**config.mk**
```make
export PLATFORM = sky130hd
export DESIGN_NAME = ff_layer_sequencer
export DESIGN_NICKNAME = d
export VERILOG_FILES = /design/src/rtl/ff_layer_sequencer.sv
export SDC_FILE = /design/constraint.sdc
export NUM_CORES = 1
export LEC_CHECK = 0
export ABC_AREA = 1
export CAP_MARGIN = 10
export CELL_PAD_IN_SITES_DETAIL_PLACEMENT = 1
export CELL_PAD_IN_SITES_GLOBAL_PLACEMENT = 2
export CORE_ASPECT_RATIO = 1.5
export CORE_UTILIZATION = 25
export DETAILED_ROUTE_END_ITERATION = 7
export HOLD_SLACK_MARGIN = 0.15
export PLACE_DENSITY = 0.75
export SYNTH_ARGS = -nofsm -noshare
export SYNTH_HDL_FRONTEND = slang
export SYNTH_SLANG_ARGS = --single-unit
```
**constraint.sdc**
```tcl
create_clock -name clk -period 2.9 [get_ports clk]
set_clock_uncertainty 0.1 [all_clocks]
set_input_delay 0.29 -clock clk [delete_from_list [all_inputs] [get_ports clk]]
set_output_delay 0.29 -clock clk [all_outputs]
set_load 0.005 [all_outputs]
```
**src/rtl/ff_layer_sequencer.sv**
```systemverilog
// Layer sequencer for a feed-forward node array: fires each layer in turn, collects
// every node's valid pulse, and reports completion, timeout error and total cycles.
module ff_layer_sequencer #(
    parameter int NUM_LAYERS      = 3,
    parameter int NODES_PER_LAYER = 32,
    parameter int LAYER_WIDTH     = 2,
    parameter int TIMEOUT_CYCLES  = 1023,
    parameter int CNT_WIDTH       = 16
) (
    input  logic                                  clk,
    input  logic                                  rst_n,
    input  logic                                  i_start,
    input  logic                                  i_abort,
    input  logic [NUM_LAYERS*NODES_PER_LAYER-1:0] i_node_valid,
    output logic [NUM_LAYERS-1:0]                 o_layer_start,
    output logic [LAYER_WIDTH-1:0]                o_cur_layer,
    output logic                                  o_busy,
    output logic                                  o_done,
    output logic                                  o_error,
    output logic [CNT_WIDTH-1:0]                  o_cycle_count
);

    localparam int TMR_W = (TIMEOUT_CYCLES > 1) ? $clog2(TIMEOUT_CYCLES) : 1;
    localparam logic [TMR_W-1:0]       TMR_LAST   = TMR_W'(TIMEOUT_CYCLES - 1);
    localparam logic [LAYER_WIDTH-1:0] LAST_LAYER = LAYER_WIDTH'(NUM_LAYERS - 1);

    typedef enum logic [1:0] {
        S_IDLE,
        S_FIRE,
        S_WAIT,
        S_DONE
    } state_e;

    state_e                       state_q, state_d;
    logic [LAYER_WIDTH-1:0]       layer_q, layer_d;
    logic [NODES_PER_LAYER-1:0]   sticky_q, sticky_d;
    logic [TMR_W-1:0]             timer_q, timer_d;
    logic                         err_q, err_d;
    logic [CNT_WIDTH-1:0]         cnt_q, cnt_d;
    logic [NUM_LAYERS-1:0]        lstart_q, lstart_d;
    logic                         done_q, done_d;
    logic [NODES_PER_LAYER-1:0]   slice;
    logic                         layer_complete;

    always_comb begin
        slice = '0;
        for (int unsigned l = 0; l < NUM_LAYERS; l++) begin
            if (layer_q == LAYER_WIDTH'(l)) begin
                slice = i_node_valid[l*NODES_PER_LAYER +: NODES_PER_LAYER];
            end
        end
    end

    // Bits arriving this cycle count toward completion immediately.
    assign layer_complete = &(sticky_q | slice);

    always_comb begin
        state_d  = state_q;
        layer_d  = layer_q;
        sticky_d = sticky_q;
        timer_d  = timer_q;
        err_d    = err_q;
        cnt_d    = cnt_q;
        lstart_d = '0;
        done_d   = 1'b0;

        if (state_q != S_IDLE && cnt_q != '1) begin
            cnt_d = cnt_q + 1'b1;
        end

        case (state_q)
            S_IDLE: begin
                if (i_start && !i_abort) begin
                    state_d = S_FIRE;
                    layer_d = '0;
                    err_d   = 1'b0;
                    cnt_d   = '0;
                end
            end
            S_FIRE: begin
                sticky_d = '0;
                timer_d  = '0;
                state_d  = S_WAIT;
            end
            S_WAIT: begin
                sticky_d = sticky_q | slice;
                timer_d  = timer_q + 1'b1;
                if (layer_complete) begin
                    if (layer_q != LAST_LAYER) begin
                        layer_d = layer_q + 1'b1;
                        state_d = S_FIRE;
                    end else begin
                        state_d = S_DONE;
                    end
                end else if (timer_q == TMR_LAST) begin
                    err_d   = 1'b1;
                    state_d = S_IDLE;
                end
            end
            S_DONE: begin
                state_d = S_IDLE;
            end
            default: begin
                state_d = S_IDLE;
            end
        endcase

        // Abort keeps the reported layer and error flag as they were.
        if (i_abort) begin
            state_d = S_IDLE;
            layer_d = layer_q;
            err_d   = err_q;
        end

        for (int unsigned l = 0; l < NUM_LAYERS; l++) begin
            lstart_d[l] = (state_d == S_FIRE) && (layer_d == LAYER_WIDTH'(l));
        end
        done_d = (state_d == S_DONE);
    end

    always_ff @(posedge clk or negedge rst_n) begin
        if (!rst_n) begin
            state_q  <= S_IDLE;
            layer_q  <= '0;
            sticky_q <= '0;
            timer_q  <= '0;
            err_q    <= 1'b0;
            cnt_q    <= '0;
            lstart_q <= '0;
            done_q   <= 1'b0;
        end else begin
            state_q  <= state_d;
            layer_q  <= layer_d;
            sticky_q <= sticky_d;
            timer_q  <= timer_d;
            err_q    <= err_d;
            cnt_q    <= cnt_d;
            lstart_q <= lstart_d;
            done_q   <= done_d;
        end
    end

    assign o_layer_start = lstart_q;
    assign o_cur_layer   = layer_q;
    assign o_busy        = (state_q == S_FIRE) || (state_q == S_WAIT);
    assign o_done        = done_q;
    assign o_error       = err_q;
    assign o_cycle_count = cnt_q;

endmodule
```
[After elaboration in Yosys (flattened, before gate mapping)]
Index checks and enable logic that the tools add are counted.
Word-level totals
  register bits after elaboration: 67
  bits in latches: 0
  RAM bits: 0
  ROM bits: 0
  input bits: 100
  memories: 0
Operators by class
  add/subtract/negate cells: 3
  multiply operators: 0
  divide/modulo/power cells: 0
  $lt $le $gt $ge: 0
  equality and inequality tests: 15
  shift operators: 0
  mux-type cells: 23
  bitwise gates (word level): 2
  reduce and logical (&&, ||, !) cells: 15
Operators by type and width (number)
  32-bit two-way mux: 3
  32-bit case mux with 2 select lines: 1
  16-bit two-way mux: 3
  32-bit bitwise OR: 1
  32-bit AND reduction: 1
  10-bit case mux with 2 select lines: 1
  2-bit two-way mux: 9
  16-bit by 1-bit adder with 16-bit output (second input constant): 1
  16-bit inequality test (second input constant): 1
  10-bit by 1-bit adder with 10-bit output (second input constant): 1
  10-bit == test (second input constant): 1
  2-bit == test (second input constant): 5
  2-bit by 1-bit == test with 1-bit output (second input constant): 4
  2-bit inequality test (second input constant): 4
  2-bit case mux with 4 select lines: 1
  2-bit logical NOT: 3
  2-bit nonzero test: 3
  1-bit logical AND: 5
  5-bit AND reduction: 1
  2-bit case mux with 2 select lines: 1
  1-bit two-way mux: 3
  2-bit by 1-bit adder with 2-bit output (second input constant): 1
  1-bit case mux with 2 select lines: 1
  1-bit logical NOT: 1
  2 further kinds: 2

[Depth between registers and ports, before layout]
  depth in word-level cells: 11
  depth in mapped cells: 19
  gate-level depth less buffers: 17

[Worst setup path after synthesis]
No wires, ideal clock.
  kind: flip-flop to flip-flop
  from: register layer_q[0] (netlist: o_cur_layer[0])
  to: register lstart_q[0] (netlist: o_layer_start[0])
  library setup time: 0.116 ns
  arrival time: 1.947 ns
  data required time: 2.684 ns
  slack: 0.736 ns
  stages on the path, launching flop included: 19
  buffers on the path: 2
  period minus slack after synthesis: 2.164 ns
  cells stage by stage: dfrtp_1 inv_1 ha_1 buf_2 clkinv_2 buf_6 nand2_1 o21ai_1 nand2_1 nor2_1 nand2_1 nor2_4 nand2_1 nand2_1 nand3_1 nand2_1 nand2_1 nand2_1 nor2_1
Between the ends
  cells in the longest elaborated chain, start to end: 11
  elaborated cells between the ends (all ways): 22
  classes of those cells: add/sub (1); eq/ne (4); mux (12); bitwise (1); reduce/logical (4)
Ends and longest elaborated chain
  start: declaration: RTL line 35  | logic [LAYER_WIDTH-1:0] layer_q, layer_d;
  start signal: assignment: RTL line 133  | layer_q <= layer_d;
  2-bit logical NOT: RTL line 48  | if (layer_q == LAYER_WIDTH'(l)) begin
  32-bit two-way mux (3 in series): RTL line 48
  32-bit bitwise OR: RTL line 55  | assign layer_complete = &(sticky_q | slice);
  32-bit AND reduction: RTL line 55
  2-bit two-way mux: RTL line 88  | if (layer_complete) begin
  2-bit case mux with 4 select lines / 2-bit case mux with 2 select lines (equally long branches): RTL line 71  | case (state_q)
  2-bit two-way mux: RTL line 109  | if (i_abort) begin
  2-bit by 1-bit == test with 1-bit output / 2-bit logical NOT (equally long branches): RTL line 116  | lstart_d[l] = (state_d == S_FIRE) && (layer_d == LAYER_WIDTH'(l));
  1-bit logical AND *: RTL line 116
  via lstart_d[0]: RTL line 40  | logic [NUM_LAYERS-1:0] lstart_q, lstart_d;
  end signal: assignment: RTL line 138  | lstart_q <= lstart_d;
  end: declaration: RTL line 40
The timed path passes the listed nets; every way through them passes the cells marked *.
A chain may end at the register's enable or synchronous reset.

[Worst setup path in the final report]
  from: register layer_q[0] (netlist: o_cur_layer[0])
  to: register lstart_q[1] (netlist: o_layer_start[1])
Between the ends
  cells in the longest elaborated chain, start to end: 11
  elaborated cells between the ends (all ways): 22
  classes of those cells: add/sub (1); eq/ne (5); mux (12); bitwise (1); reduce/logical (3)
Ends and longest elaborated chain (RTL line)
  2-bit logical NOT: 48
  32-bit two-way mux (3 in series): 48
  32-bit bitwise OR: 55
  32-bit AND reduction: 55
  2-bit two-way mux: 88
  2-bit case mux with 4 select lines / 2-bit case mux with 2 select lines (equally long branches): 71
  2-bit two-way mux: 109
  2-bit by 1-bit == test with 1-bit output: 116
  1-bit logical AND *: 116
  via lstart_d[1]: 40
Marked as above.

==> metrics <==
P per Cell Area around 690 nW/µm²; worst skew pair latency 0.34 ns; Reg2Reg Depth 18; Hold WC Path Type register to register; Post-synth EDFFs 0; initial antenna violation count 0; Max-cap violations 0; Synth area leader dfrtp_1; maximum vdd ir drop 345 µV; crit path from o_cur_layer[0]; synthesized cell area between 4000 and 5000 µm²; Setup TNS Final 0 ns; Die Wd around 110 µm; n_diodes 0; clk root buf clkbuf_16; GP Congestion 0.790; FF+latch count, synth 67; crit end category register; Vias 4489; final antenna-violating net count 0; Slew @ Worst Pin 0.571 ns; Rel. slew slack 61.9%; Tcrit/Tclk final about nine tenths; hold endpoint sticky_q[9]; most frequent CP cell nand2_1; CTS Buf Count 9; Routed WL 15.0 mm; Finish-stage setup viols 0; DRC 0; Initial Utilization 25.5%; num ports roughly 120; synth warn 0; port buffer count around 120; Synth area leaders dfrtp_1, nand2_1, nand3_1; row count 58; Design Power 4130 µW; Slowest cell on crit path dfrtp_1; Die H 162 µm; CTS max path bufs 2; hold_sp sticky_q[9]; Total Routing Usage GR 17.9%; Slew Limit Fails 0; routed vias/inst between 4 and 5; worst endpoint required time a little over 3 ns; CTS tree built; hpwl dp 11.3 mm; CP max FO 32; Setup WS post-layout 0.295 ns; area share of the largest cell type after synthesis 39.3%; Synth cell types 32; RSZ-0062 raised after global routing no; Buf/Inv on CP 2; Avg Inst Size Synth 6.78 µm²; Setup WS pre-CTS 0.175 ns; Clock Sinks 67; hold depth 2; filler instances 2107; Arr. time, crit path about 2.7 ns; share of post-route cells with drive strength above 1 5.96%; total gr overflow 0; met3 WL 642 µm; DR WL/cell 15.6 µm; H-tree depth 3; worst reg2reg path endpoint o_layer_start[1]; met1 wire length 5.91 mm; register area share after synthesis 39.3%; Top Metal Used met4; area delta synth->final 40.7%; Final Hold Viols 0; leak pwr 0.00298 µW; Net count, final around 860; critical path class register to register; most common cell in the netlist nand2_1; top post-synthesis cells by count nand2_1, inv_1, dfrtp_1, nand3_1, a21oi_1; largest net degree at the start of global routing 68; worst r2r src o_cur_layer[0]; slowest stage delay, CP between 0.4 and 0.5 ns; post-synthesis cell count 629; Max Clock Freq between 300 and 400 MHz; met2 wire len 8.14 mm; vias in the first global route 5034; syn nets 737; Main synth FF type dfrtp_1; Worst R2R Setup Slack 0.30 ns; crit start category register; status complete, no violations; first-pass GRT wire length about 25 mm; Critical Path, Cell by Cell inv_1 > ha_1 > buf_12 > nand2_1 > nand2_1 > nand3_1 > nand2_1 > nand2_1 > nor2_1 > nand2_1 > nor2_4 > nand2_1 > nand2_1 > nand3_1 > nand2_1 > nand2_1 > nand2_1 > nor2_1; post-layout minimum cycle time 2.60 ns; clk slew on worst S/H paths around 0.060 ns; Async SR Flop Fraction 100%; CP delay by family, top simple AND/OR/NAND/NOR gates; DIE AREA 17600 µm²; Core Footprint 16700 µm²; first-pass detailed-route iteration total 4; DRT iter0 DRCs 120
==> cells in the final DEF (no fill, tap or decap), types with 2 or more instances in the layout <==
master	instances
buf_4	10
o21ai_1	2
a21oi_1	58
dfrtp_1	67
ha_1	8
buf_12	3
clkbuf_16	9
inv_1	71
nand3_1	66
clkdlybuf4s50_1	122
nand2_1	230
nor3b_1	2
nand4_1	3
nor2_1	37
nand2_2	2
a21oi_2	3
o21ai_2	4
clkinvlp_4	4
clkinv_4	2
nor2_4	2
nor3_1	5
o21ai_0	25
xor2_1	3
o21a_1	2
a211oi_1	2
==> cell families after synthesis <==
logic type,count (synthesis),share of synthesized area [%]
xor+xnor,4,0.822
flops,67,39.3
simple gates,351,34.1
fa+ha+maj,8,2.35
compound gates,98,12.4
buf+inv,101,10.9
==> state kept, by name, summed over array words and instances (netlist names) <==
signal,cells
state_q,2
timer_q,10
o_done,1
o_cur_layer,2
o_cycle_count,16
o_layer_start,3
o_error,1
sticky_q,32
==> metrics by stage <==
| step | utilization [%] | instance area [µm²] | std cells | hold WS (ns) |
|---|---|---|---|---|
| after floorplan | - | 4260 | 629 | -0.106 |
| after global placement | 34.1 | 5700 | 948 | 0.246 |
| after detailed placement | 34.1 | 5700 | 948 | 0.253 |
| after CTS | 35.9 | 5990 | 965 | 0.384 |
| after global routing | 35.9 | 6000 | 965 | 0.398 |
| final | 35.9 | 6000 | 965 | 0.381 |
==> layer usage <==
layer | up-vias | GRT usage, %
met5 | - | 0
met4 | 0 | 5.47
met3 | 23 | 3.25
met2 | 109 | 34.8
met1 | 2125 | 18.9
li1 | 2232 | -
==> tightest hold or removal path: cells and delay by family (launching register included) <==
kind / cells / cell delay [ns]
AND/OR/NAND/NOR: 2 / 0.11
flip-flops: 1 / 0.34
==> how the worst max path moves through the flow <==
| stage | slack (ns) | to | depth (start not counted) |
|---|---|---|---|
| final | 0.30 | o_layer_start[1] | 18 |
| after global routing | 0.004 | o_layer_start[1] | 17 |
| after CTS | 0.17 | o_layer_start[1] | 17 |
| after detailed placement | 0.17 | o_layer_start[1] | 17 |
| after global placement | 0.25 | o_layer_start[2] | 17 |
| after floorplan | 0.74 | o_layer_start[0] | 18 |
==> where the power goes <==
group,total [µW],internal [µW],switching (µW)
registers,1380,1210,168
logic,1700,649,1060
clock network,1040,604,441
==> cell type report <==
| class | instances | area (µm²) | share of cell area (%) |
|---|---|---|---|
| tap | 210 | 263 | 4.38 |
| sequential | 67 | 1680 | 27.9 |
| clock buffer | 11 | 243 | 4.05 |
| clock inverter | 5 | 38.8 | 0.647 |
| inverter | 74 | 285 | 4.75 |
| multi-input combinational | 461 | 2120 | 35.4 |
| timing repair buffer | 137 | 1370 | 22.9 |
==> timing repair <==
item                       4_1_cts  5_1_grt
gates resized for setup          0        5
hold buffers                     1        0
setup endpoints to repair        0        3
buffers inserted                 0        0
hold endpoints to repair        67        0
Power figures use the tool's default switching activity.
